**src/rtl/alu_pkg.sv**
```systemverilog
// Shared definitions for the round-robin ALU sequencer and its combinational core.
package alu_pkg;

    localparam logic [3:0] OP_MOD  = 4'h0;
    localparam logic [3:0] OP_ADD  = 4'h1;
    localparam logic [3:0] OP_SUB  = 4'h2;
    localparam logic [3:0] OP_MUL  = 4'h3;
    localparam logic [3:0] OP_DIV  = 4'h4;
    localparam logic [3:0] OP_INC  = 4'h5;
    localparam logic [3:0] OP_DEC  = 4'h6;
    localparam logic [3:0] OP_SHR  = 4'h7;
    localparam logic [3:0] OP_AND  = 4'h8;
    localparam logic [3:0] OP_OR   = 4'h9;
    localparam logic [3:0] OP_SHL  = 4'hA;
    localparam logic [3:0] OP_XOR  = 4'hB;
    localparam logic [3:0] OP_XNOR = 4'hC;
    localparam logic [3:0] OP_NAND = 4'hD;
    localparam logic [3:0] OP_NOR  = 4'hE;
    localparam logic [3:0] OP_NOT  = 4'hF;

    localparam logic [15:0] DIV0_RESULT = 16'hFFFF;

    typedef enum logic [1:0] {
        ST_IDLE = 2'd0,
        ST_EXEC = 2'd1,
        ST_RESP = 2'd2
    } state_t;

endpackage

```
**src/rtl/alu_core.sv**
```systemverilog
// Purely combinational ALU: unsigned operands, every result zero-extended to RW.
module alu_core
    import alu_pkg::*;
#(
    parameter int DW = 8,
    parameter int RW = 16
) (
    input  logic [DW-1:0] a,
    input  logic [DW-1:0] b,
    input  logic [3:0]    op,
    output logic [RW-1:0] y,
    output logic          div0
);

    logic [RW-1:0] ax;
    logic [RW-1:0] bx;
    logic          b_zero;
    logic [DW-1:0] bw;

    assign ax     = RW'(a);
    assign bx     = RW'(b);
    assign b_zero = (b == '0);

    always_comb begin
        y    = '0;
        div0 = 1'b0;
        bw   = '0;
        case (op)
            OP_MOD: begin
                // Guarded so a zero divisor never lets X reach the result.
                if (b_zero) begin
                    y    = RW'(DIV0_RESULT);
                    div0 = 1'b1;
                end else begin
                    y = RW'(a % b);
                end
            end
            OP_ADD: y = ax + bx;
            OP_SUB: y = ax - bx;
            OP_MUL: y = ax * bx;
            OP_DIV: begin
                if (b_zero) begin
                    y    = RW'(DIV0_RESULT);
                    div0 = 1'b1;
                end else begin
                    y = RW'(a / b);
                end
            end
            OP_INC: y = ax + RW'(1);
            OP_DEC: y = ax - RW'(1);
            OP_SHR: y = ax >> 1;
            OP_AND: y = ax & bx;
            OP_OR:  y = ax | bx;
            OP_SHL: y = ax << 1;
            OP_XOR: y = ax ^ bx;
            // Inverting ops are formed on DW bits so the upper half stays zero.
            OP_XNOR: begin
                bw = ~(a ^ b);
                y  = RW'(bw);
            end
            OP_NAND: begin
                bw = ~(a & b);
                y  = RW'(bw);
            end
            OP_NOR: begin
                bw = ~(a | b);
                y  = RW'(bw);
            end
            OP_NOT: begin
                bw = ~a;
                y  = RW'(bw);
            end
            default: y = '0;
        endcase
    end

endmodule

```
**src/rtl/alu_rr_sequencer.sv**
```systemverilog
// Two-requester round-robin front end sharing one alu_core; one op in flight,
// grant in IDLE, compute in EXEC, hold the tagged result in RESP until accepted.
module alu_rr_sequencer
    import alu_pkg::*;
#(
    parameter int DW = 8,
    parameter int RW = 16
) (
    input  logic          clk,
    input  logic          rst,
    input  logic          en,
    input  logic [1:0]    req_valid,
    input  logic [DW-1:0] req_a0,
    input  logic [DW-1:0] req_b0,
    input  logic [3:0]    req_op0,
    input  logic [DW-1:0] req_a1,
    input  logic [DW-1:0] req_b1,
    input  logic [3:0]    req_op1,
    output logic [1:0]    req_ready,
    output logic          rsp_valid,
    input  logic          rsp_ready,
    output logic [RW-1:0] rsp_data,
    output logic          rsp_id,
    output logic          rsp_err,
    output logic          busy
);

    state_t        state_reg, state_next;
    logic          last_id_reg, last_id_next;
    logic [DW-1:0] a_reg, a_next;
    logic [DW-1:0] b_reg, b_next;
    logic [3:0]    op_reg, op_next;
    logic          id_reg, id_next;
    logic          rsp_valid_reg, rsp_valid_next;
    logic [RW-1:0] rsp_data_reg, rsp_data_next;
    logic          rsp_id_reg, rsp_id_next;
    logic          rsp_err_reg, rsp_err_next;

    logic [RW-1:0] alu_y;
    logic          alu_div0;
    logic          grant_en;
    logic          grant_id;
    logic          any_grant;

    alu_core #(
        .DW (DW),
        .RW (RW)
    ) u_alu_core (
        .a    (a_reg),
        .b    (b_reg),
        .op   (op_reg),
        .y    (alu_y),
        .div0 (alu_div0)
    );

    assign grant_en = (state_reg == ST_IDLE) && en;

    // On contention the requester that did not win last time is preferred.
    always_comb begin
        grant_id = 1'b0;
        case (req_valid)
            2'b01:   grant_id = 1'b0;
            2'b10:   grant_id = 1'b1;
            2'b11:   grant_id = ~last_id_reg;
            default: grant_id = 1'b0;
        endcase
    end

    generate
        for (genvar gi = 0; gi < 2; gi++) begin : g_ready
            assign req_ready[gi] = grant_en && req_valid[gi] && (grant_id == 1'(gi));
        end
    endgenerate

    assign any_grant = |req_ready;

    always_comb begin
        state_next     = state_reg;
        last_id_next   = last_id_reg;
        a_next         = a_reg;
        b_next         = b_reg;
        op_next        = op_reg;
        id_next        = id_reg;
        rsp_valid_next = rsp_valid_reg;
        rsp_data_next  = rsp_data_reg;
        rsp_id_next    = rsp_id_reg;
        rsp_err_next   = rsp_err_reg;
        case (state_reg)
            ST_IDLE: begin
                if (any_grant) begin
                    a_next       = grant_id ? req_a1  : req_a0;
                    b_next       = grant_id ? req_b1  : req_b0;
                    op_next      = grant_id ? req_op1 : req_op0;
                    id_next      = grant_id;
                    last_id_next = grant_id;
                    state_next   = ST_EXEC;
                end
            end
            ST_EXEC: begin
                rsp_data_next  = alu_y;
                rsp_err_next   = alu_div0;
                rsp_id_next    = id_reg;
                rsp_valid_next = 1'b1;
                state_next     = ST_RESP;
            end
            ST_RESP: begin
                // Returning to IDLE here means the next grant is at least one cycle later.
                if (rsp_ready) begin
                    rsp_valid_next = 1'b0;
                    state_next     = ST_IDLE;
                end
            end
            default: begin
                rsp_valid_next = 1'b0;
                state_next     = ST_IDLE;
            end
        endcase
    end

    always_ff @(posedge clk) begin
        if (rst) begin
            state_reg     <= ST_IDLE;
            last_id_reg   <= 1'b1;
            a_reg         <= '0;
            b_reg         <= '0;
            op_reg        <= '0;
            id_reg        <= 1'b0;
            rsp_valid_reg <= 1'b0;
            rsp_data_reg  <= '0;
            rsp_id_reg    <= 1'b0;
            rsp_err_reg   <= 1'b0;
        end else begin
            state_reg     <= state_next;
            last_id_reg   <= last_id_next;
            a_reg         <= a_next;
            b_reg         <= b_next;
            op_reg        <= op_next;
            id_reg        <= id_next;
            rsp_valid_reg <= rsp_valid_next;
            rsp_data_reg  <= rsp_data_next;
            rsp_id_reg    <= rsp_id_next;
            rsp_err_reg   <= rsp_err_next;
        end
    end

    assign rsp_valid = rsp_valid_reg;
    assign rsp_data  = rsp_data_reg;
    assign rsp_id    = rsp_id_reg;
    assign rsp_err   = rsp_err_reg;
    assign busy      = (state_reg != ST_IDLE);

endmodule

```
**config.mk**
```make
export PLATFORM = sky130hd
export DESIGN_NAME = alu_rr_sequencer
export DESIGN_NICKNAME = d
export VERILOG_FILES = /design/src/rtl/alu_pkg.sv /design/src/rtl/alu_core.sv /design/src/rtl/alu_rr_sequencer.sv
export SDC_FILE = /design/constraint.sdc
export NUM_CORES = 1
export LEC_CHECK = 0
export ABC_AREA = 1
export BUFFER_PORTS_ARGS = -buffer_cell sky130_fd_sc_hd__buf_2
export CAP_MARGIN = 40
export CORE_UTILIZATION = 55
export CTS_BUF_LIST = sky130_fd_sc_hd__clkbuf_16
export CTS_CLUSTER_SIZE = 24
export DETAILED_ROUTE_END_ITERATION = 8
export GPL_TIMING_DRIVEN = 0
export PLACE_DENSITY_LB_ADDON = 0.1
export REMOVE_ABC_BUFFERS = 1
export SLEW_MARGIN = 30
export SYNTH_ARGS = -nofsm -noshare
export SYNTH_HDL_FRONTEND = slang
export SYNTH_SLANG_ARGS = --single-unit
```
**constraint.sdc**
```tcl
create_clock -name clk -period 27.5 [get_ports clk]
set_input_delay 4.125 -clock clk [delete_from_list [all_inputs] [get_ports clk]]
set_output_delay 4.125 -clock clk [all_outputs]
set_load 0.02 [all_outputs]
```
==> results.yml <==
setup_path:
  cp-startpoint: "b_reg[7]$_SDFFE_PP0P_"
  rr_startpoint: "b_reg[7]$_SDFFE_PP0P_"
  cp_max_fo: 13
  end_kind: "flop"
  path_class: "reg2reg"
  ff2ff_path_depth: 200
  cp_num_cells: 200
  critPathArrivalTime_ps: 25940
  crit_path_frequent_cell: "nand2_1"
  crit_path_start_kind: "flop"
  cp_num_buf_inv: 36
  cpPeakStageDelay_ps: 400
  endpoint: "rsp_data[15]$_SDFFE_PP0P_"
  slowest_stage: "dfxtp_4"
  crit_family: "simple AND/OR/NAND/NOR gates"
  required_ps: 27670
  r2r-end: "rsp_data[15]$_SDFFE_PP0P_"
  reg2reg_slack_ps: 1730
floorplanning:
  num_rows: 52
  dieArea_mm2: 0.0216
  die_h_um: 147
  die_w_um: 147
  core_mm2: 0.0204
  ioPinCount: 68
  initial_utilization_pct: 56.6
cts:
  cts_hold_buffers: 0
  root_buffer: "clkbuf_16"
  clkTransAtPathRegs_ps: 60
  cts-buffers-inserted: 5
  htreeDepth: 2
  cts.sinks: 43
  insertion_delay_ps: 290
  cts_max_path_buffers: 2
  tritoncts: "built"
place:
  gp_congestion: 0.953
  pre_cts_ws_ps: -2540
  io_buffers: 67
  hpwl_mm: 25.9
synth:
  syn_area_mm2: 0.0116
  ys_ff_latch: 43
  synthFlopType: "dfxtp_1"
  synthCells: 1854
  ys_seq_area_share_pct: 7.45
  syn_avg_cell_area_um2: 6.23
  synth-edff-count: 0
  async_flop_share_pct: 0
  synthDistinctLibCells: 61
  yosysWarnings: 0
grt:
  grt_pass1_vias: 11142
  antenna_found_initial: 0
  grt_max_degree: 37
  gr-usage-all-layers_pct: 30.7
  grt_pass1_wl_mm: 54.1
  grt.overflow.total: 0
route:
  drc: 0
  dr.max_layer_used: "met4"
  wl_per_cell_um: 15.3
  wl_met2_mm: 16.1
  met1Wirelength_mm: 15.5
  vias: 12397
  met3_length_mm: 1.69
  drt.antenna.violating_nets: 0
  firstDrtPassIters: 5
  drtIter0Drc: 758
  drt-total-wl_mm: 34.4
  via_per_inst: 5.50
finish:
  antenna_cells: 0
  nets: 2239
  largest_register_ffs: 16
  fill_cells: 1942
  drive_above_1_share_pct: 17.5
  area_delta_synth_final_pct: 16.5
timing:
  fin_crit_sh_pct: 93.7
  min_period_ps: 25770
  hold_viol_final: 0
  maxSlewHeadroom_pct: 43.4
  setup_violations: 0
  final.setup_skew_ps: 7.53
  finalWorstSetupSlack_ps: 1730
  max_freq_mhz: 38.8
  setup_tns_ps: 0
  drv_slew: 0
  worst_pin_slew_ps: 847
job:
  cap_viol_max_count: 0
worst_hold_path:
  hold_class: "reg2reg"
outcome:
  status: "complete, no violations"
per-stage QoR:
stage               cell area, um2  cells  hold WS [ps]  utilization [%]
floorplan                    11400   1816           429                -
finish                       13500   2253           457             65.9
detailed placement           12200   2160           446             59.5
CTS                          12500   2182           457             61.3
global route                 13500   2253           482             65.9
global placement             12000   2153           443             59.0
cells in the final DEF, fill, tap and decap left out, types with 21 or more instances in the layout:
| cell | count |
|---|---|
| fa_1 | 39 |
| a21oi_1 | 90 |
| ha_1 | 166 |
| nand3_1 | 78 |
| o21ai_0 | 108 |
| dfxtp_1 | 35 |
| nand2_1 | 477 |
| buf_2 | 67 |
| nor2_1 | 122 |
| nor3_1 | 21 |
| xor2_1 | 31 |
| xnor2_1 | 36 |
| buf_4 | 76 |
| inv_1 | 283 |
cell families (layout without fill, tap and decap cells):
logic type / count (synthesis) / in the layout / synth area share [%]
AND/OR/NAND/NOR: 844 / 844 / 33.2
buffers and inverters: 352 / 474 / 11.8
AO/OA/AOI/OAI: 336 / 336 / 17.1
adder cells (fa/ha/maj): 211 / 211 / 25.4
XOR/XNOR: 67 / 67 / 5.08
flip-flops: 43 / 43 / 7.45
other: 1 / 8 / 0.0324
final cells by class:
type | count | area (um2) | share of cell area, %
Tap cell | 270 | 338 | 2.51
Sequential cell | 43 | 891 | 6.62
Clock buffer | 5 | 125 | 0.930
Clock inverter | 3 | 63.8 | 0.474
Multi-Input combinational cell | 1466 | 9730 | 72.3
Timing Repair inverter | 4 | 22.5 | 0.167
Inverter | 307 | 1210 | 8.96
Timing Repair Buffer | 155 | 1090 | 8.09
per-layer routing:
layer  up-vias  GRT usage [%]
li1       6282              -
met5         -              0
met1      5737           40.2
met4         0           11.1
met3        50           1.71
met2       328           53.2
worst min-delay path by stage:
stage / from / to / slack [ps] / depth (start not counted)
floorplan: last_id_reg$_SDFFE_PP1P_ / last_id_reg$_SDFFE_PP1P_ / 430 / 2
global placement: last_id_reg$_SDFFE_PP1P_ / last_id_reg$_SDFFE_PP1P_ / 440 / 2
detailed placement: last_id_reg$_SDFFE_PP1P_ / last_id_reg$_SDFFE_PP1P_ / 450 / 2
CTS: state_reg[1]$_SDFFE_PP0P_ / rsp_valid$_SDFFE_PP0P_ / 460 / 1
global route: rsp_data[11]$_SDFFE_PP0P_ / rsp_data[11]$_SDFFE_PP0P_ / 480 / 2
finish: state_reg[1]$_SDFFE_PP0P_ / rsp_valid$_SDFFE_PP0P_ / 460 / 1
synthesized netlist by cell type, types with 12 or more instances:
library cell	count	area share, %
xor2_1	31	2.3
nand3_2	18	1.6
inv_2	13	0.42
ha_1	172	19
nor2_2	19	1.0
o21ai_1	12	0.52
nor2_1	130	4.2
o21ai_0	122	5.3
o21bai_1	16	1.0
nand2_1	481	16
xnor2_1	36	2.7
o22ai_1	15	0.81
dfxtp_1	43	7.4
nor3_1	21	0.91
o31ai_1	12	0.78
inv_1	290	9.4
or2_2	18	0.97
nand3_1	82	3.6
a21oi_1	96	4.2
nand4_1	17	0.92
nand2_2	16	0.87
fa_1	39	6.8
a21o_1	14	0.91
clkbuf_1	34	1.1
what timing repair did:
item / 4_1_cts / 5_1_grt
buffers inserted: 12 / 65
setup endpoints to repair: 16 / 16
pin swaps: 6 / 40
gates cloned: 2 / 2
gates resized for setup: 24 / 95
Power is left out: the tool's default activity adds up to more than one toggle a clock period on the data nets, which glitch-free logic cannot reach.
